<file path="config.mk">
export PLATFORM = sky130hd
export DESIGN_NAME = mem_wb_stage
export DESIGN_NICKNAME = d
export VERILOG_FILES = /design/src/rtl/proc_pkg.sv /design/src/rtl/mem_wb_timer.sv /design/src/rtl/mem_wb_stage.sv
export SDC_FILE = /design/constraint.sdc
export NUM_CORES = 1
export LEC_CHECK = 0
export CORE_ASPECT_RATIO = 0.6
export CORE_UTILIZATION = 35
export DETAILED_ROUTE_END_ITERATION = 6
export HOLD_SLACK_MARGIN = 0.05
export PLACE_DENSITY = 0.77
export SLEW_MARGIN = 20
export SYNTH_ARGS = -nofsm -noshare
export SYNTH_HDL_FRONTEND = slang
export SYNTH_SLANG_ARGS = --single-unit
</file>
<file path="constraint.sdc">
create_clock -name clk -period 2.15 [get_ports clk]
set_clock_uncertainty 0.2 [all_clocks]
set_input_delay 0.645 -clock clk [delete_from_list [all_inputs] [get_ports clk]]
set_output_delay 0.645 -clock clk [all_outputs]
set_load 0.03 [all_outputs]
</file>
<file path="src/rtl/proc_pkg.sv">
// Shared types and constants for the memory/write-back stage.
`timescale 1ns/1ps
package proc_pkg;
  localparam int DW          = 32;
  localparam int AW_RF       = 4;
  localparam int LINK_OFFSET = 4;

  typedef enum logic {
    IDLE = 1'b0,
    MEM  = 1'b1
  } state_t;
endpackage

</file>
<file path="src/rtl/mem_wb_timer.sv">
// Wait-state counter for an outstanding memory access; expire marks the last allowed cycle.
`timescale 1ns/1ps
module mem_wb_timer #(
  parameter int LIMIT = 16
) (
  input  logic clk,
  input  logic rst_n,
  input  logic clear,
  input  logic enable,
  output logic expire
);
  localparam int CW = (LIMIT > 2) ? $clog2(LIMIT) : 1;

  logic [CW-1:0] count;

  assign expire = (count == CW'(LIMIT - 1));

  // Count cycles without ack; restart whenever a new access begins, saturate at expiry.
  always_ff @(posedge clk or negedge rst_n) begin
    if (!rst_n) begin
      count <= '0;
    end else if (clear) begin
      count <= '0;
    end else if (enable && !expire) begin
      count <= count + 1'b1;
    end
  end
endmodule

</file>
<file path="src/rtl/mem_wb_stage.sv">
// Memory access and register write-back stage: completes EXE results, performs
// loads/stores over a req/ack bus with timeout, writes the RF and redirects branches.
// Handshake: a transfer from EXE happens on a rising clk edge where ex_valid and
// ex_ready are both 1; ex_ready is 0 for the whole of an outstanding memory access.
`timescale 1ns/1ps
module mem_wb_stage #(
  parameter int DW          = proc_pkg::DW,
  parameter int AW_RF       = proc_pkg::AW_RF,
  parameter int MEM_TIMEOUT = 16
) (
  input  logic             clk,
  input  logic             rst_n,
  input  logic             ex_valid,
  output logic             ex_ready,
  input  logic [DW-1:0]    exe_out,
  input  logic             z_flag,
  input  logic [DW-1:0]    pc_in,
  input  logic             is_branch,
  input  logic             is_load,
  input  logic             is_store,
  input  logic             needs_wb,
  input  logic [DW-1:0]    store_data,
  input  logic [AW_RF-1:0] wb_addr,
  output logic             mem_req,
  output logic             mem_we,
  output logic [DW-1:0]    mem_addr,
  output logic [DW-1:0]    mem_wdata,
  input  logic [DW-1:0]    mem_rdata,
  input  logic             mem_ack,
  output logic             rf_we,
  output logic [AW_RF-1:0] rf_waddr,
  output logic [DW-1:0]    rf_wdata,
  output logic             br_taken,
  output logic [DW-1:0]    br_target,
  output logic             mem_err,
  output proc_pkg::state_t fsm_state
);
  import proc_pkg::*;

  state_t           state, state_next;
  logic             accept, mem_op, misaligned, start_mem, expire;
  logic             pend_load_wb;
  logic [AW_RF-1:0] pend_waddr;

  assign accept     = ex_valid && (state == IDLE);
  assign mem_op     = is_load || is_store;
  assign misaligned = (exe_out[1:0] != 2'b00);
  assign start_mem  = accept && mem_op && !misaligned;
  assign fsm_state  = state;

  // Next-state logic: enter MEM on an aligned access, leave on ack or timeout.
  always_comb begin
    state_next = state;
    case (state)
      IDLE:    if (start_mem) state_next = MEM;
      MEM:     if (mem_ack || expire) state_next = IDLE;
      default: state_next = IDLE;
    endcase
  end

  // State register.
  always_ff @(posedge clk or negedge rst_n) begin
    if (!rst_n) state <= IDLE;
    else        state <= state_next;
  end

  mem_wb_timer #(.LIMIT(MEM_TIMEOUT)) u_timer (
    .clk    (clk),
    .rst_n  (rst_n),
    .clear  (start_mem),
    .enable ((state == MEM) && !mem_ack),
    .expire (expire)
  );

  // Registered outputs: RF write and redirect pulses, bus request, sticky error.
  always_ff @(posedge clk or negedge rst_n) begin
    if (!rst_n) begin
      ex_ready     <= 1'b1;
      mem_req      <= 1'b0;
      mem_we       <= 1'b0;
      mem_addr     <= '0;
      mem_wdata    <= '0;
      rf_we        <= 1'b0;
      rf_waddr     <= '0;
      rf_wdata     <= '0;
      br_taken     <= 1'b0;
      br_target    <= '0;
      mem_err      <= 1'b0;
      pend_load_wb <= 1'b0;
      pend_waddr   <= '0;
    end else begin
      rf_we    <= 1'b0;
      br_taken <= 1'b0;
      ex_ready <= (state_next == IDLE);
      if (state == IDLE) begin
        if (accept && mem_op) begin
          if (misaligned) begin
            mem_err <= 1'b1;
          end else begin
            // A load+store combination behaves as a store.
            mem_req      <= 1'b1;
            mem_we       <= is_store;
            mem_addr     <= exe_out;
            mem_wdata    <= store_data;
            pend_load_wb <= is_load && !is_store && needs_wb && (wb_addr != '0);
            pend_waddr   <= wb_addr;
          end
        end else if (accept) begin
          if (needs_wb && (wb_addr != '0)) begin
            rf_we    <= 1'b1;
            rf_waddr <= wb_addr;
            rf_wdata <= is_branch ? (pc_in + DW'(LINK_OFFSET)) : exe_out;
          end
          if (is_branch && z_flag) begin
            br_taken  <= 1'b1;
            br_target <= exe_out;
          end
        end
      end else begin
        // Ack has priority over a timeout expiring in the same cycle.
        if (mem_ack) begin
          mem_req <= 1'b0;
          if (pend_load_wb) begin
            rf_we    <= 1'b1;
            rf_waddr <= pend_waddr;
            rf_wdata <= mem_rdata;
          end
        end else if (expire) begin
          mem_req <= 1'b0;
          mem_err <= 1'b1;
        end
      end
    end
  end
endmodule

</file>
==> results by group, run 1 <==
Timing
  – Fin crit share: 1.027
  – Relative slew slack: 0.7406
  – Final Hold Viols: 0
  – Maximum clock rate: 0.4527 GHz
  – RSZ-0062 raised after global routing: true
  – Final critical-path required period: 2209 ps
  – Max Slew Vio Count: 0
  – Worst slew pin tran: 390.7 ps
  – Setup violators final: 19
  – Final Worst Setup Slack: -59.12 ps

Setup path
  – Crit Path Class: in2reg
  – Data arrival, critical path: 2300 ps
  – R2R Path End: br_target[21]$_DFFE_PN0P_
  – Crit path max-delay family: buffers and inverters
  – Setup crit start: ex_valid
  – Worst reg2reg path depth: 6
  – Cell mode on critical path: buf_6
  – Worst-path maximum fanout: 6
  – Setup crit end: br_target[21]$_DFFE_PN0P_
  – Max stage delay on crit path: 510 ps
  – R2r startpoint: fsm_state$_DFF_PN0_
  – Worst Setup End Kind: flip-flop
  – Element type at the critical path start: input pin
  – Cell Chain, Critical Path: dlygate4sd2_1 -> or4b_4 -> buf_6 -> nor2_4 -> buf_6 -> clkbuf_16 -> mux2_2
  – Setup slack, reg-to-reg: -50 ps
  – CP required: 2240 ps
  – Worst Path Buf+Inv: 4
  – Max stage delay cell, worst path: or4b_4
  – Levels on crit path: 7

Die
  – Initial Utilization: 0.3645
  – Total die area: 19740 sq um
  – I/O pin count: 280
  – Die Wd: 180.7 um
  – Core footprint: 18400 sq um
  – Row Count: 38
  – Die H: 109.2 um

Yosys
  – Number of synthesis warnings: 0
  – Most common library cells after synthesis: 237 x nand2_1, 147 x dfrtp_1, 37 x nor2_1, 32 x a21oi_1, 32 x mux2_2
  – Post-synth EDFFs: 0
  – Syn_nets: 834
  – Count leader, synth: nand2_1
  – Synthesized flop and latch total: 148
  – Sequential area share after synthesis: 0.5523
  – Synth cell types: 53
  – Synth top area cells: dfrtp_1 55%, nand2_1 13%, mux2_2 5.4%, a21oi_1 2.4%, xor2_1 2.2%
  – Syn_area_per_cell: 9.707 sq um
  – Most used DFF post-synth: dfrtp_1
  – Top cell type's share of synthesized area: 0.5484
  – Post-synthesis cell count: 691
  – Asr flop ratio synth: 1.000
  – Synth Cell Area: 6708 sq um
  – Synth area leader: dfrtp_1

Detailed routing
  – DR pass1 iterations: 5
  – 1st-iter DRT viols: 381
  – Final ANT Viol Nets: 0
  – Residual DRC: 0
  – Average routed wire per standard cell: 18.79 um
  – Vias/cell: 5.042
  – Routed WL: 24690 um
  – Total number of vias: 6625

Global routing
  – Initial antenna violation count: 3
  – Largest net degree at the start of global routing: 63
  – Total GRT Usage: 0.2524
  – Global-route wire length before repair: 37870 um
  – Gr ovfl total: 0
  – Number of global-route vias before repair: 6705

Pwr
  – Overall power: 10.80 mW
  – Pint: 6.863 mW
  – Gate power share: 0.334
  – Sw power: 3.940 mW
  – Clk network pwr share: 0.314
  – Switching Share: 0.3647
  – Power density over the cells: 944.1 nW/um^2
  – Static leakage power: 5.663 nW
  – Flop pwr share: 0.351
  – Max VDD drop: 0.5408 mV

Place
  – Port Buf Inserts: 279
  – GPL Wtd Cong: 0.8280
  – Placed insts: 1259
  – Dpl hpwl: 17110 um
  – Pre-CTS setup slack: -704.7 ps
  – Cell Area, Placed: 10450 sq um

CTS
  – CTS tree: done
  – Clk Latency, worst-skew pair: 410 ps
  – CTS buffer count: 17
  – CTS Buffer Depth: 2
  – Worst-path clk slew: 70 ps
  – CTS sink cnt: 148
  – CTS root buf: clkbuf_16
  – CTS H-Tree Depth: 4

Flow run
  – Max-cap violations: 0

Cells and area
  – Layout Cells excl Fill: 1314
  – Fin area: 11440 sq um
  – P&R area growth vs syn: 70.58%
  – Nets@finish: 1204
  – N_diodes: 0
  – Layout cells sized above 1: 0.2048
  – Fillers: 1562

Run status
  – Failing checks: setup timing
  – Outcome: complete, but fails checks

Worst hold path
  – Worst hold start: mem_wdata[30]$_DFFE_PN0P_
  – Hold WC Path Type: reg2reg
## what timing repair did
action,CTS,global route
hold endpoints to repair,27,0
setup buffers,15,1
gates resized for setup,187,52
endpoints found under the setup margin,275,56
cloned,5,1
pin swaps,22,15
hold buffers,1,0
## through the flow
stage,utilization,hold slack [ps],TNS (ps)
after global routing,0.6219,295.1,-1706
after floorplan,-,149.4,-1072
after CTS,0.6123,275.0,-983.5
final,0.6219,271.3,-434.2
after detailed placement,0.5677,256.4,-76070
after global placement,0.5677,256.0,-71370
## layout make-up
cell class	count	area, sq um	share of cell area
flip-flops and latches	148	3706	0.3239
well taps	240	300.3	0.02624
clock inverters	15	227.7	0.01990
clock buffers	17	425.4	0.03718
inverters	8	35.03	0.003062
multi-input cells	500	3043	0.2659
repair buffers	386	3705	0.3238
## layout by cell type, fill, tap and decap left out, types with 8 or more instances in the layout
cell type and n:
a21oi_1 30, a22oi_2 10, and3_1 8, buf_12 13, buf_4 77, buf_6 14
clkbuf_16 18, clkdlybuf4s50_1 114, dfrtp_1 146, dlygate4sd2_1 147, dlymetal6s2s_1 8, mux2_4 28
mux2i_1 8, nand2_1 235, nand3_1 9, nand4_1 14, nor2_1 37, o211ai_1 15
o21ai_0 11, xnor2_1 10, xor2_1 17
## worst min-delay path, stage by stage, from the launching register on
cell and delay, ps:
dfrtp_1 340, nand2_1 50, nand2_1 50
## power by group through the flow
stage          Sequential [mW]  Clock, mW  Combinational (mW)
6_report                  3.79       3.40                3.61
5_1_grt                   3.87       3.58                3.85
4_1_cts                   3.78       3.47                3.56
3_5_place_dp              3.84          0                3.93
3_3_place_gp              3.82          0                3.88
2_1_floorplan             5.02          0               0.756
## sequential cells by signal (all words and copies together), names as in the netlist, 4 cells and up
signal / flops
mem_addr: 32
rf_waddr: 4
mem_wdata: 32
br_target: 32
pend_waddr: 4
u_timer.count: 4
rf_wdata: 32
## how the worst min path moves through the flow
stage	end	depth (start not counted)
2_1_floorplan	br_taken$_DFF_PN0_	0
3_3_place_gp	pend_waddr[3]$_DFFE_PN0P_	2
3_5_place_dp	mem_err$_DFFE_PN0P_	1
4_1_cts	mem_wdata[30]$_DFFE_PN0P_	2
5_1_grt	mem_addr[4]$_DFFE_PN0P_	2
6_report	mem_wdata[30]$_DFFE_PN0P_	2
## metal layers
layer,part of all wire,track usage
met1,0.45,0.3380
met4,0.011,0.04457
met3,0.087,0.07849
met2,0.45,0.4071
met5,0.0012,0
## kinds of logic (layout without fill, tap and decap cells)
family	Yosys count	count (layout)	share of synthesized area
and+or+nand+nor	335	336	0.2149
DFF	148	148	0.5523
AOI/OAI and AO/OA	94	94	0.09644
buffers and inverters	44	426	0.03041
muxes	40	40	0.06566
xor gates and xnor gates	28	28	0.03656
adders and majority gates	2	2	0.003730
(Power assumes the default switching activity.)
==> run 2: changes to the inputs <==
- CAP_MARGIN: not set -> 20
==> results of run 2 <==
No change in the layout: final DEF, timing and power equal those of run 1.
